`src/rtl/scan_pq.sv`:
```
// Register-array priority queue: insert-side head tracking plus a sequential rescan after removal.
// Define SCAN_PQ_MAX_PRIORITY_EN to make the largest key the head (default: smallest key).
module scan_pq #(
  parameter int KW    = 8,
  parameter int VW    = 8,
  parameter int DEPTH = 16
) (
  input  logic             clk,
  input  logic             rst,
  input  logic [KW+VW-1:0] kvi,
  input  logic             enq,
  input  logic             deq,
  output logic [KW+VW-1:0] kvo,
  output logic             full,
  output logic             empty,
  output logic             busy
);

  localparam int W  = KW + VW;
  localparam int CW = $clog2(DEPTH + 1);
  localparam int IW = (DEPTH > 1) ? $clog2(DEPTH) : 1;
  localparam logic [CW-1:0] ONE = CW'(1);

  typedef enum logic {IDLE, SCAN} state_t;

  state_t          state, state_nxt;
  logic [W-1:0]    slot [DEPTH];
  logic [CW-1:0]   count;
  logic [IW-1:0]   head_idx, scan_i, best_idx, cand_idx, last_idx;
  logic [KW-1:0]   best_key;
  logic [W-1:0]    scan_word;
  logic            idle, acc_enq, acc_deq, acc_rep, scan_take, scan_done;

  function automatic logic better(input logic [KW-1:0] a, input logic [KW-1:0] b);
`ifdef SCAN_PQ_MAX_PRIORITY_EN
    return a > b;
`else
    return a < b;
`endif
  endfunction

  always_comb begin
    idle      = (state == IDLE);
    // enq+deq on an empty queue degrades to a plain enq
    acc_enq   = idle && enq && (!deq || empty) && !full;
    acc_deq   = idle && deq && !enq && !empty;
    acc_rep   = idle && enq && deq && !empty;
    last_idx  = IW'(count - ONE);
    scan_word = slot[scan_i];
    // strict compare keeps the lowest index among equal keys
    scan_take = (scan_i == '0) || better(scan_word[W-1:VW], best_key);
    cand_idx  = scan_take ? scan_i : best_idx;
    scan_done = (state == SCAN) && (CW'(scan_i) == (count - ONE));
    busy      = (state == SCAN);

    state_nxt = state;
    if (acc_rep || (acc_deq && count != ONE)) state_nxt = SCAN;
    if (scan_done)                            state_nxt = IDLE;
  end

  always_ff @(posedge clk) begin
    if (rst) state <= IDLE;
    else     state <= state_nxt;
  end

  // array contents need no reset
  always_ff @(posedge clk) begin
    if (!rst) begin
      if (acc_enq)      slot[IW'(count)] <= kvi;
      else if (acc_deq) slot[head_idx]   <= slot[last_idx];
      else if (acc_rep) slot[head_idx]   <= kvi;
    end
  end

  always_ff @(posedge clk) begin
    if (rst) begin
      count    <= '0;
      empty    <= 1'b1;
      full     <= 1'b0;
      kvo      <= '0;
      head_idx <= '0;
      scan_i   <= '0;
      best_idx <= '0;
      best_key <= '0;
    end else begin
      if (acc_enq) begin
        count <= count + ONE;
        full  <= ((count + ONE) == CW'(DEPTH));
        empty <= 1'b0;
        if (empty || better(kvi[W-1:VW], kvo[W-1:VW])) begin
          head_idx <= IW'(count);
          kvo      <= kvi;
        end
      end
      if (acc_deq) begin
        count  <= count - ONE;
        full   <= 1'b0;
        empty  <= (count == ONE);
        scan_i <= '0;
        if (count == ONE) begin
          kvo      <= '0;
          head_idx <= '0;
        end
      end
      if (acc_rep) scan_i <= '0;
      if (state == SCAN) begin
        scan_i   <= scan_i + 1'b1;
        best_idx <= cand_idx;
        best_key <= scan_take ? scan_word[W-1:VW] : best_key;
        if (scan_done) begin
          head_idx <= cand_idx;
          kvo      <= slot[cand_idx];
        end
      end
    end
  end

endmodule
```
`config.mk`:
```
export PLATFORM = sky130hd
export DESIGN_NAME = scan_pq
export DESIGN_NICKNAME = d
export VERILOG_FILES = /design/src/rtl/scan_pq.sv
export SDC_FILE = /design/constraint.sdc
export NUM_CORES = 1
export LEC_CHECK = 0
export ABC_CLOCK_PERIOD_IN_PS = 4900
export BUFFER_PORTS_ARGS = -buffer_cell sky130_fd_sc_hd__buf_4
export CORE_ASPECT_RATIO = 1.5
export CORE_MARGIN = 2
export CORE_UTILIZATION = 50
export CTS_BUF_LIST = sky130_fd_sc_hd__clkbuf_16
export DETAILED_ROUTE_END_ITERATION = 8
export PLACE_DENSITY_LB_ADDON = 0.05
export RECOVER_POWER = 25
export SYNTH_ARGS = -nofsm -noshare
export SYNTH_HDL_FRONTEND = slang
export SYNTH_SLANG_ARGS = --single-unit
```
`constraint.sdc`:
```
create_clock -name clk -period 4.9 [get_ports clk]
set_input_delay 0.735 -clock clk [delete_from_list [all_inputs] [get_ports clk]]
set_output_delay 0.735 -clock clk [all_outputs]
set_load 0.02 [all_outputs]
```
# Yosys cells after proc, flatten, opt, wreduce, memory -nomap -nowiden

Memory sizes are Yosys's and may differ from the RTL's. A register that Yosys moved wholly into a read port is not among the register bits.
Cells that the tools add are included.

Register bits: 44
Latch bits: 0
Memory bits (writable): 256
Bits in read-only memories: 0
Bits of input ports: 20
Memories: 1

Memory list:

| name | depth | width | rd ports | clocked after Yosys merged registers in | wr ports | line | RTL |
|---|---|---|---|---|---|---|---|
| slot | 16    | 16    | 3        | 1                                       | 1        | 27   | `logic [W-1:0] slot [DEPTH];` |

Add/sub/neg operators: 3
Multiply operators: 0
Div/mod/pow operators: 0
Magnitude comparators: 2
Equality and inequality tests: 4
Shifts and indexed selects: 0
Mux-type cells: 38
Bitwise operators: 2
Reductions and logical operators: 25

Operators with widths:

| kind                                                                    | number |
|---|---|
| 16-bit two-way mux                                                      | 8 |
| 4-bit two-way mux                                                       | 13 |
| 8-bit < comparator                                                      | 2 |
| 16-bit OR reduction                                                     | 1 |
| 1-bit two-way mux                                                       | 15 |
| 1-bit logical AND                                                       | 10 |
| 5-bit two-way mux                                                       | 2 |
| 5-bit by 1-bit adder with 5-bit output, second input constant           | 1 |
| 4-bit by 5-bit == test with 1-bit output                                | 1 |
| 5-bit by 1-bit == test with 1-bit output, second input constant         | 1 |
| 5-bit == test, second input constant                                    | 1 |
| 5-bit by 1-bit inequality test with 1-bit output, second input constant | 1 |
| 5-bit by 1-bit subtractor with 5-bit output, second input constant      | 1 |
| 4-bit by 1-bit adder with 4-bit output, second input constant           | 1 |
| 1-bit zero test                                                         | 4 |
| 4-bit zero test                                                         | 1 |
| 1-bit logical OR                                                        | 4 |
| 2-bit OR reduction                                                      | 2 |
| 3-bit nonzero test                                                      | 1 |
| 2-bit AND reduction                                                     | 1 |
| 2-bit nonzero test                                                      | 1 |
| 1-bit NOT                                                               | 1 |
| 1-bit bitwise OR                                                        | 1 |

# Longest topological paths before layout

Gate-level depths: netlist of run 1.

Word-level depth: 12
Mapped depth: 17
Gate-level depth less buffers: 12

# Worst setup path after synthesis of run 1

Ideal clock, no wire load.

Path type: register to register
From: register (tool-made name)
To: register kvo[2]
Arrival time: 4.970 ns
Setup slack: -0.149 ns
Cell stages (with the launch flop): 18
Buffers on the path: 5
Cell sequence: dfxtp_1 buf_6 clkbuf_1 buf_1 mux4_2 mux4_2 ha_1 a211oi_1 a221oi_1 o211ai_1 and3_1 buf_4 a21oi_1 o22ai_2 buf_4 a32oi_1 nand4_1 o211ai_1

RTL lines:

| what                 | line | RTL |
|---|---|---|
| to (signal assigned) | 92   | `kvo <= kvi;` |
| to (signal assigned) | 112  | `kvo <= slot[cand_idx];` |
| to (decl)            | 13   | `output logic [KW+VW-1:0] kvo,` |

==> summary.txt, run 1 <==
Global routing
  • Total Routing Usage GR: 29.31%
  • Vias in the first global route: 11370
  • First-pass GRT wire length: 71550 um
  • Largest net degree at the start of global routing: 68
  • Gr ovfl total: 0
  • Antenna violations before repair: 0

Setup path
  • WP data arrival: 5.20 ns
  • CP Launch Type: flop
  • Worst R2R Setup Slack: 0.17 ns
  • CP max FO: 32
  • Crit Path Class: reg -> reg
  • CP endpoint kind: flop
  • Reg-to-reg critical path endpoint: kvo[14]
  • Critical-path cell list: buf_12, mux4_2, mux4_2, ha_1, a211oi_1, o211ai_1, o32a_1, nand3_1, nand2_2, nor2_1, nand4_1, o211ai_1
  • Slowest-stage cell, CP: nor2_1
  • Worst R2R Path Depth: 12
  • Critical Path RT: 5.38 ns
  • Max incr delay on CP: 0.84 ns

Placed design
  • RePlAce Congestion: 0.8494
  • PortBufs: 38
  • Placed Cells: 1696
  • Post-DP HPWL: 29190 um

Clocking
  • Hold buffers post-CTS: 0
  • CTS buffer count: 30
  • Clock root cell: clkbuf_16
  • Sinks on Clock Net: 304
  • Clock Tree Buf Depth: 3
  • CTS H-tree lvls: 1
  • Clk_lat worst skew: 0.59 ns
  • Register clock-pin slew on the reported worst setup and hold paths: 0.06 ns
  • TritonCTS clock tree: yes

Flow run
  • Total of max-cap violations: 9

Detailed routing
  • Routed Antenna Nets: 0
  • Drt first pass iters: 5
  • Number of remaining DRC errors: 0
  • Total Wirelength: 48390 um
  • First DRT Iteration DRCs: 996
  • Vias per cell: 6.530
  • Routed vias: 11440
  • Routed len/inst: 27.62 um

Worst hold path
  • HP Class: reg -> reg
  • Hold EP: best_key[3]
  • Hold Path Stages: 2
  • Min-delay src: best_key[3]

Pwr
  • Clock power share: 33.2%
  • PwrDens: 364.4 mW/mm^2
  • Peak VDD IR: 0.0002728 V
  • Combinational power share: 21.3%
  • Sw frac: 28.16%
  • P_sw: 1.821 mW
  • Flop pwr share: 45.5%
  • Pwr Total: 6.465 mW
  • LEAKAGE: 5.837 nW
  • Pint: 4.644 mW

Logic synthesis
  • Flops & latches, synth: 304
  • Average size of a mapped cell: 12.44 sq um
  • Post-synth net total: 1318
  • Register area share after synthesis: 54.34%
  • Unique masters post-synth: 64
  • Cell with the most instances after synthesis: edfxtp_1
  • Post-synth top area share: 48.30%
  • Gate Count Post-Synth: 1279
  • Area leader, netlist: edfxtp_1
  • Cell area after synthesis: 0.01592 sq mm
  • Commonest cells in the netlist: 256 x edfxtp_1, 251 x nand2_1, 104 x mux4_2, 73 x nand3_1, 63 x nor2_1
  • Synth area leaders: edfxtp_1 48%, mux4_2 15%, dfxtp_1 6.0%
  • Post-synth EDFFs: 256
  • Ys async rst share: 0%
  • Top FF cell, synth: edfxtp_1
  • Yosys Warn Count: 0

Die
  • Row count: 80
  • Chip Height: 222.5 um
  • Die Width: 149.7 um
  • Die ar.: 0.03330 sq mm
  • I/O pin cnt: 39
  • Core area: 0.03163 sq mm
  • Initial Util: 50.32%

STA
  • Setup Skew: 0.03276 ns
  • Max Slew Vio Count: 204
  • Unrepaired setup endpoints after global routing: true
  • Slew @ Worst Pin: 2.251 ns
  • Final hold vios: 0
  • Fin crit share: 96.46%
  • Final setup fails: 0
  • Achievable Freq: 0.2116 GHz
  • Worst slew margin: -50.05%
  • Min cycle time layout: 4.727 ns

Cells and area
  • Post-Layout Cell Count: 1752
  • Layout cells sized above 1: 20.34%
  • Antenna fix cells: 0
  • Area Overhead vs Synth: 11.47%
  • Final #Nets: 1357

Status
  • Failing checks: max-capacitance violations, max-slew violations
  • Status: finished, violations left
## power groups by stage
stage	registers [mW]	clock network, mW	logic, mW
after floorplan	2.98	0	0.961
after global placement	3.00	0	1.36
after detailed placement	3.00	0	1.36
after CTS	2.94	2.18	1.37
after global routing	2.95	2.29	1.48
final	2.94	2.15	1.37
## layout make-up
type                    instances  area [sq um]
fillers                      2681         13890
inverters                      24         90.09
clock inverters                26         155.1
clock buffers                  30         750.7
flip-flops and latches        304          8653
repair buffers                 97         711.9
multi-input cells             861          6868
well taps                     410         513.0
## metal layers
metal,track usage (%),vias to the layer above,wire (um)
li1,-,4988,-
met1,38.04,5815,19030
met2,48.99,515,23940
met3,4.107,123,3163
met4,13.06,0,2252
met5,0,-,0
## timing repair
action / 4_1_cts / 5_1_grt
setup buffers: 0 / 0
endpoints found under the setup margin: 0 / 15
gates resized for setup: 0 / 2
## critical path: cells and delay by family, from the launching register on
family	cells	cell delay, ns
compound gates	4	1.32
buf+inv	1	0.26
simple gates	4	1.30
fa+ha+maj	1	0.31
mux	2	1.10
flops	1	0.34
## worst max-delay path by stage
stage | from | end | slack (ns)
after global routing | flop | kvo[10] | -0.02
final | flop | kvo[14] | 0.17
after detailed placement | flop | kvo[13] | 0.22
after CTS | flop | kvo[13] | 0.21
after floorplan | flop | kvo[2] | 0.09
after global placement | flop | kvo[13] | 0.31
## sequential cells by signal (all words and copies together), names as in the netlist, 4 cells and up, named ones only
register and flops:
scan_i 4, count 5, best_idx 4, head_idx 4
best_key 8, kvo 16, slot 256
## cells by family (layout without fill, tap and decap cells)
| group | after synthesis | after routing | synth area share [%] |
|---|---|---|---|
| AO/OA/AOI/OAI | 200 | 200 | 8.545 |
| multiplexers | 174 | 174 | 19.26 |
| adder cells (fa/ha/maj) | 19 | 19 | 1.494 |
| XOR/XNOR | 11 | 11 | 0.6053 |
| flip-flops | 304 | 304 | 54.34 |
| buffers and inverters | 114 | 177 | 3.215 |
| AND/OR/NAND/NOR | 457 | 457 | 12.55 |
## cell usage in the layout (no fill, tap or decap), types with 11 or more instances in the layout
cell / count
buf_4: 62
a31oi_1: 22
clkbuf_16: 30
mux4_2: 104
nand4_1: 22
dfxtp_1: 46
nor2_1: 46
nand3_1: 73
clkbuf_1: 27
nor2_2: 17
nand2_1: 251
edfxtp_1: 256
a211oi_1: 13
a21oi_1: 56
inv_1: 33
ha_1: 18
mux2_2: 18
o211ai_1: 17
nor3_1: 11
mux2i_1: 52
o21ai_0: 27
a32oi_1: 23
## per-stage QoR
stage / area (sq um) / hold slack (ns) / utilization, % / setup WS [ns] / TNS [ns]
floorplan: 15920 / 0.4363 / - / 0.08504 / 0
global placement: 16940 / 0.4460 / 53.57 / 0.3078 / 0
detailed placement: 16940 / 0.4507 / 53.57 / 0.2164 / 0
CTS: 17850 / 0.4511 / 56.43 / 0.2090 / 0
global route: 17740 / 0.4719 / 56.09 / -0.02464 / -0.02464
finish: 17740 / 0.4600 / 56.09 / 0.1733 / 0
Note: power is estimated with default switching activity, not from simulation.
==> run 2, diff against run 1 <==
Settings changed: CORE_MARGIN 2 to 4.
==> run 2 against run 1 <==
  * The run still ends with max-capacitance violations, max-slew violations left
  * Clock skew down 0.0096 ns
  * Wire length down 0.85%
  * Design area about the same
  * Critical path depth down 4
  * Hold slack better by 0.0022 ns
  * Utilization up 0.74 points
  * Cell count down 0.34%
  * Sequential cell count unchanged
  * Sequential share of layout area about the same
  * Critical path type unchanged
  * Highest routed layer unchanged
==> summary.txt, run 2 (synthesis gave the netlist of run 1 again) <==
Status
  • Failing checks: max-capacitance violations, max-slew violations (unchanged)
  • Status: finished, violations left (unchanged)

STA
  • Unrepaired setup endpoints after global routing: false (was true)
  • Worst slew margin: -44.95% (was -50.05%)
  • Total negative slack: 0 ns (unchanged)
  • Setup Skew: 0.02311 ns (was 0.03276 ns)
  • Achievable Freq: 0.2147 GHz (was 0.2116 GHz)
  • Final hold vios: 0 (unchanged)
  • Max Slew Vio Count: 204 (unchanged)
  • Min cycle time layout: 4.658 ns (was 4.727 ns)
  • Final setup fails: 0 (unchanged)
  • WHS: 0.4622 ns (was 0.4600 ns)
  • Slew @ Worst Pin: 2.174 ns (was 2.251 ns)
  • Fin crit share: 95.05% (was 96.46%)

Cells and area
  • Antenna fix cells: 0 (unchanged)
  • Commonest non-fill, non-tap cell in the layout: edfxtp_1 (unchanged)
  • Area of the multi-input gates: 0.006854 sq mm (was 0.006868 sq mm)
  • Biggest register: slot (unchanged)
  • Register cell area after layout: 0.008653 sq mm (unchanged)
  • Largest register FFs: 256 (unchanged)
  • # fillers: 2638 (was 2681)
  • Most frequent cells in the layout: 256 x edfxtp_1, 251 x nand2_1, 104 x mux4_2 (unchanged)
  • Area Overhead vs Synth: 11.53% (was 11.47%)
  • Layout cells sized above 1: 19.91% (was 20.34%)
  • Final #Nets: 1356 (was 1357)
  • Fin area: 0.01775 sq mm (was 0.01774 sq mm)
  • Top flop regs: slot (256), kvo (16), best_key (8) (unchanged)

Global routing
  • Total Routing Usage GR: 27.35% (was 29.31%)
  • Largest net degree at the start of global routing: 78 (was 68)
  • Vias in the first global route: 11530 (was 11370)
  • Gr ovfl total: 0 (unchanged)
  • Antenna violations before repair: 0 (unchanged)
  • First-pass GRT wire length: 71340 um (was 71550 um)

Placed design
  • Post-DP Area: 0.01694 sq mm (about the same)
  • RePlAce Congestion: 0.8737 (was 0.8494)
  • PortBufs: 38 (unchanged)
  • Post-DP HPWL: 28190 um (was 29190 um)

Clocking
  • CTS resizes: 0 (unchanged)
  • Hold buffers post-CTS: 0 (unchanged)
  • Setup Fix Bufs, Post-CTS: 0 (unchanged)
  • Sinks on Clock Net: 304 (unchanged)
  • Clk_lat worst skew: 0.58 ns (was 0.59 ns)
  • CTS buffer count: 30 (unchanged)
  • Clock root cell: clkbuf_16 (unchanged)
  • Clock Tree Buf Depth: 3 (unchanged)
  • CTS H-tree lvls: 1 (unchanged)
  • Register clock-pin slew on the reported worst setup and hold paths: 0.06 ns (about the same)
  • TritonCTS clock tree: yes (unchanged)

Detailed routing
  • Routed len/inst: 27.48 um (was 27.62 um)
  • Total Wirelength: 47980 um (was 48390 um)
  • Drt first pass iters: 5 (unchanged)
  • First DRT Iteration DRCs: 964 (was 996)
  • Vias per cell: 6.532 (was 6.530)
  • Number of remaining DRC errors: 0 (unchanged)
  • Routed vias: 11410 (was 11440)
  • Routed Antenna Nets: 0 (unchanged)

Setup path
  • Crit Path Class: reg -> reg (unchanged)
  • Critical Path RT: 5.12 ns (was 5.38 ns)
  • CP endpoint kind: flop (unchanged)
  • CP Launch Type: flop (unchanged)
  • CP max FO: 67 (was 32)
  • WP data arrival: 4.88 ns (was 5.20 ns)

Pwr
  • PwrDens: 367.2 mW/mm^2 (was 364.4 mW/mm^2)
  • Flop pwr share: 45.1% (was 45.5%)
  • Clock power share: 33.9% (was 33.2%)
  • Pint: 4.716 mW (was 4.644 mW)
  • Peak VDD IR: 0.0002915 V (was 0.0002728 V)
  • P_sw: 1.803 mW (was 1.821 mW)
  • Sw frac: 27.66% (was 28.16%)
  • Combinational power share: 21.0% (was 21.3%)
  • LEAKAGE: 5.847 nW (was 5.837 nW)

Flow run
  • Total of max-cap violations: 9 (unchanged)

Die
  • Die ar.: 0.03481 sq mm (was 0.03330 sq mm)
  • Core area: 0.03124 sq mm (was 0.03163 sq mm)
  • Chip Height: 226.5 um (was 222.5 um)
  • I/O pin cnt: 39 (unchanged)
  • Die Width: 153.7 um (was 149.7 um)
  • Initial Util: 50.96% (was 50.32%)
  • Row count: 79 (was 80)

Worst hold path
  • HP Class: reg -> reg (unchanged)
run 2: cell types whose count changed in the layout (fill, tap and decap cells not counted), sizes merged:
cell	change
clkinvlp	+1
clkbuf	+2
clkinv	-5
bufinv	+1
buf	-2
inv	+2
run 2: final cells by class:
type,count,share of cell area (%)
sequential,304,48.75
tap,405,2.855
inverter,24,0.5075
clock inverter,25,0.8951
clock buffer,31,4.370
multi-input combinational,861,38.61
timing repair buffer,96,4.017
run 2: metrics by stage:
| stage | setup slack [ns] | total power, mW | util (%) | cells |
|---|---|---|---|---|
| 6_report | 0.2425 | 6.519 | 56.83 | 1746 |
| 3_5_place_dp | 0.2939 | 4.357 | 54.23 | 1690 |
| 5_1_grt | 0.001860 | 6.776 | 56.83 | 1746 |
| 3_3_place_gp | 0.3694 | 4.346 | 54.23 | 1690 |
| 2_1_floorplan | 0.08504 | 3.942 | - | 1279 |
| 4_1_cts | 0.2822 | 6.557 | 57.22 | 1746 |
run 2: worst max-delay path: stages, from the launching register on:
cell and delay [ns]:
dfxtp_1 0.56, inv_1 0.21, ha_4 0.33, clkbuf_2 1.54, mux4_2 0.52, mux2i_1 0.09, nor2_1 0.14, a21oi_1 0.06
o21ai_1 0.80
run 2: layer usage:
metal	vias up	global-route usage [%]	wire length, um
li1	5000	-	-
met1	5734	34.14	18070
met2	509	46.14	23920
met3	162	4.220	3320
met4	0	14.62	2664
met5	-	0	0
run 2: power groups by stage:
stage	Sequential (mW)	Clock, mW	Combinational [mW]
floorplan	2.98	0	0.961
global placement	2.99	0	1.35
detailed placement	2.99	0	1.36
CTS	2.94	2.25	1.37
global route	2.95	2.36	1.47
finish	2.94	2.21	1.37
run 2: path summary, 6_finish.rpt:
kind                             startpoint           to  slack [ns]  depth (start not counted)
worst min register to register  best_key[1]  best_key[1]        0.46                          2
worst max register to register     count[1]  slot[15][6]        0.24                          8
worst min-delay path            best_key[1]  best_key[1]        0.46                          2
worst max-delay path               count[1]  slot[15][6]        0.24                          8
==> run 3, diff against run 2 <==
Settings changed: CTS_BUF_LIST sky130_fd_sc_hd__clkbuf_16 to sky130_fd_sc_hd__clkbuf_8, REMOVE_ABC_BUFFERS from default to 1.
==> run 3 against run 2 <==
  * The flow still finishes with violations (max-capacitance violations, max-slew violations)
  * Global-route usage shrank 0.24 points
  * Non-clock buffer count grew 9
  * Worst setup slack improved by 0.011 ns
  * Maximum frequency up 0.23%
  * Critical endpoint is now kvo[10]
  * Design area is 0.55% higher
  * Utilization is 0.31 points higher
  * Hold slack got worse by 0.0042 ns
  * Register-to-register slack hardly changed
  * First-iteration DRC count increased by 25%
  * Clock skew up 0.0067 ns
  * Via count grew 1.1%
  * Cell count grew 2.4%
==> summary.txt, run 3 (synthesis gave the netlist of run 1 again) <==
Cells and area
  • Post-Layout Cell Count: 1788 (was 1746)
  • Largest register FFs: 256 (unchanged)
  • Area Overhead vs Synth: 12.15% (was 11.53%)
  • Final core occ: 57.15% (was 56.83%)
  • Most frequent cells in the layout: 256 x edfxtp_1, 251 x nand2_1, 104 x mux4_2 (unchanged)
  • Commonest non-fill, non-tap cell in the layout: edfxtp_1 (unchanged)
  • # fillers: 2669 (was 2638)
  • Final #Nets: 1384 (was 1356)
  • Fin area: 0.01785 sq mm (was 0.01775 sq mm)
  • Layout cells sized above 1: 22.05% (was 19.91%)
  • Top flop regs: slot (256), kvo (16), best_key (8) (unchanged)
  • Biggest register: slot (unchanged)
  • Antenna fix cells: 0 (unchanged)

Detailed routing
  • Drt first pass iters: 6 (was 5)
  • Routed len/inst: 26.93 um (was 27.48 um)
  • Routed Antenna Nets: 0 (unchanged)
  • First DRT Iteration DRCs: 1209 (was 964)
  • Vias per cell: 6.450 (was 6.532)
  • Routed vias: 11530 (was 11410)
  • Total Wirelength: 48150 um (was 47980 um)
  • Number of remaining DRC errors: 0 (unchanged)

Pwr
  • Peak VDD IR: 0.0002032 V (was 0.0002915 V)
  • Sw frac: 28.77% (was 27.66%)
  • Combinational power share: 21.0% (about the same)
  • Pint: 4.625 mW (was 4.716 mW)
  • Clock power share: 33.7% (was 33.9%)
  • P_sw: 1.868 mW (was 1.803 mW)
  • LEAKAGE: 5.928 nW (was 5.847 nW)
  • PwrDens: 363.7 mW/mm^2 (was 367.2 mW/mm^2)
  • Flop pwr share: 45.3% (was 45.1%)

Clocking
  • TritonCTS clock tree: yes (unchanged)
  • Sinks on Clock Net: 304 (unchanged)
  • Hold buffers post-CTS: 0 (unchanged)
  • Clk_lat worst skew: 0.60 ns (was 0.58 ns)
  • CTS H-tree lvls: 2 (was 1)
  • Register clock-pin slew on the reported worst setup and hold paths: 0.07 ns (was 0.06 ns)
  • Clock root cell: clkbuf_8 (was clkbuf_16)
  • Clock Tree Buf Depth: 3 (unchanged)
  • CTS buffer count: 48 (was 30)

STA
  • Achievable Freq: 0.2152 GHz (was 0.2147 GHz)
  • Final hold vios: 0 (unchanged)
  • Max Slew Vio Count: 153 (was 204)
  • Total negative slack: 0 ns (unchanged)
  • Slew @ Worst Pin: 1.864 ns (was 2.174 ns)
  • Unrepaired setup endpoints after global routing: false (unchanged)
  • Setup Skew: 0.02983 ns (was 0.02311 ns)
  • Final setup fails: 0 (unchanged)
  • Final worst slack: 0.2530 ns (was 0.2425 ns)
  • Min cycle time layout: 4.647 ns (was 4.658 ns)
  • Fin crit share: 94.84% (was 95.05%)
  • Worst slew margin: -24.24% (was -44.95%)

Setup path
  • Critical Path RT: 5.40 ns (was 5.12 ns)
  • Slowest-stage cell, CP: mux4_2 (was clkbuf_2)
  • Crit Path Class: reg -> reg (unchanged)
  • CP max FO: 32 (was 67)
  • Max incr delay on CP: 0.54 ns (was 1.54 ns)
  • Crit path buffers/inverters: 3 (was 2)
  • Worst R2R Setup Slack: 0.25 ns (was 0.24 ns)
  • Crit-path leading delay family: compound AO/OA/AOI/OAI gates (was buffers and inverters)
  • Critical-path cell list: buf_12, mux4_2, mux4_2, ha_1, a211oi_1, o211ai_1, o32ai_4, buf_4, nor2_4, a32oi_4, buf_4, a211oi_1, a31oi_1, nand4_1, o211ai_1 (was inv_1, ha_4, clkbuf_2, mux4_2, mux2i_1, nor2_1, a21oi_1, o21ai_1)
  • CP endpoint kind: flop (unchanged)
  • CP Launch Type: flop (unchanged)
  • WP data arrival: 5.15 ns (was 4.88 ns)

Die
  • Die ar.: 0.03481 sq mm (unchanged)
  • Initial Util: 50.96% (unchanged)
  • Chip Height: 226.5 um (unchanged)
  • Row count: 79 (unchanged)
  • I/O pin cnt: 39 (unchanged)
  • Core area: 0.03124 sq mm (unchanged)
  • Die Width: 153.7 um (unchanged)

Placed design
  • Placed Cells: 1696 (was 1690)
  • RePlAce Congestion: 0.8309 (was 0.8737)
  • Pre-CTS setup slack: 0.2115 ns (was 0.2939 ns)
  • Post-DP HPWL: 28010 um (was 28190 um)
  • Post-DP Area: 0.01697 sq mm (was 0.01694 sq mm)
  • PortBufs: 38 (unchanged)

Status
  • Status: finished, violations left (unchanged)
  • Failing checks: max-capacitance violations, max-slew violations (unchanged)

Global routing
  • Vias in the first global route: 11340 (was 11530)
  • Gr ovfl total: 0 (unchanged)
  • Total Routing Usage GR: 27.10% (was 27.35%)
  • Largest net degree at the start of global routing: 53 (was 78)
  • Antenna violations before repair: 1 (was 0)
  • First-pass GRT wire length: 70440 um (was 71340 um)

Worst hold path
  • Min-delay src: best_key[6] (was best_key[1])
  • HP Class: reg -> reg (unchanged)

Flow run
  • Total of max-cap violations: 9 (unchanged)
run 3: cell count changes in the layout (fill, tap and decap cells not counted), sizes merged:
cell and change:
clkinvlp +2, inv +2, o22a +1, clkbuf +19, bufinv +2, clkinv +7, buf +9
run 3: area by class of cell:
| class | instances | area [sq um] | area share (%) |
|---|---|---|---|
| sequential | 304 | 8653 | 48.48 |
| clock buffer | 50 | 688.2 | 3.855 |
| clock inverter | 38 | 274.0 | 1.535 |
| inverter | 24 | 90.09 | 0.5047 |
| tap | 405 | 506.7 | 2.839 |
| timing repair buffer | 105 | 767.0 | 4.297 |
| multi-input combinational | 862 | 6870 | 38.49 |
run 3: worst paths after layout:
check	endpoint	cells past startpoint
hold reg to reg	best_key[6]	2
setup reg to reg	kvo[10]	15
hold / removal	best_key[6]	2
setup / recovery	kvo[10]	15
run 3: metal layers:
metal | global-route usage, % | up-vias | share of wire (%)
met1 | 35.31 | 5817 | 39
met4 | 10.97 | 2 | 3.9
met2 | 46.28 | 525 | 50
met5 | 0 | - | 0.027
li1 | - | 5059 | -
met3 | 3.609 | 129 | 7.4
run 3: worst min-delay path, cell delays in order, from the launching register on:
cell and delay [ns]:
dfxtp_1 0.31, nand2_1 0.05, a21oi_1 0.05
run 3: power groups by stage:
stage | Combinational (mW) | Clock [mW] | Sequential (mW)
floorplan | 0.912 | 0 | 3.04
global placement | 1.35 | 0 | 3.00
detailed placement | 1.37 | 0 | 3.00
CTS | 1.37 | 2.23 | 2.94
global route | 1.46 | 2.35 | 2.95
finish | 1.36 | 2.19 | 2.94
run 3: through the flow:
step | hold WS [ns] | power [mW]
CTS | 0.4318 | 6.547
detailed placement | 0.4520 | 4.366
global placement | 0.4447 | 4.350
global route | 0.4703 | 6.765
finish | 0.4581 | 6.493
floorplan | 0.4303 | 3.952
run 3: timing repair:
| item | in CTS | in global routing |
|---|---|---|
| setup endpoints to repair | 0 | 9 |
| resized for setup | 0 | 3 |
| buffers inserted | 0 | 3 |
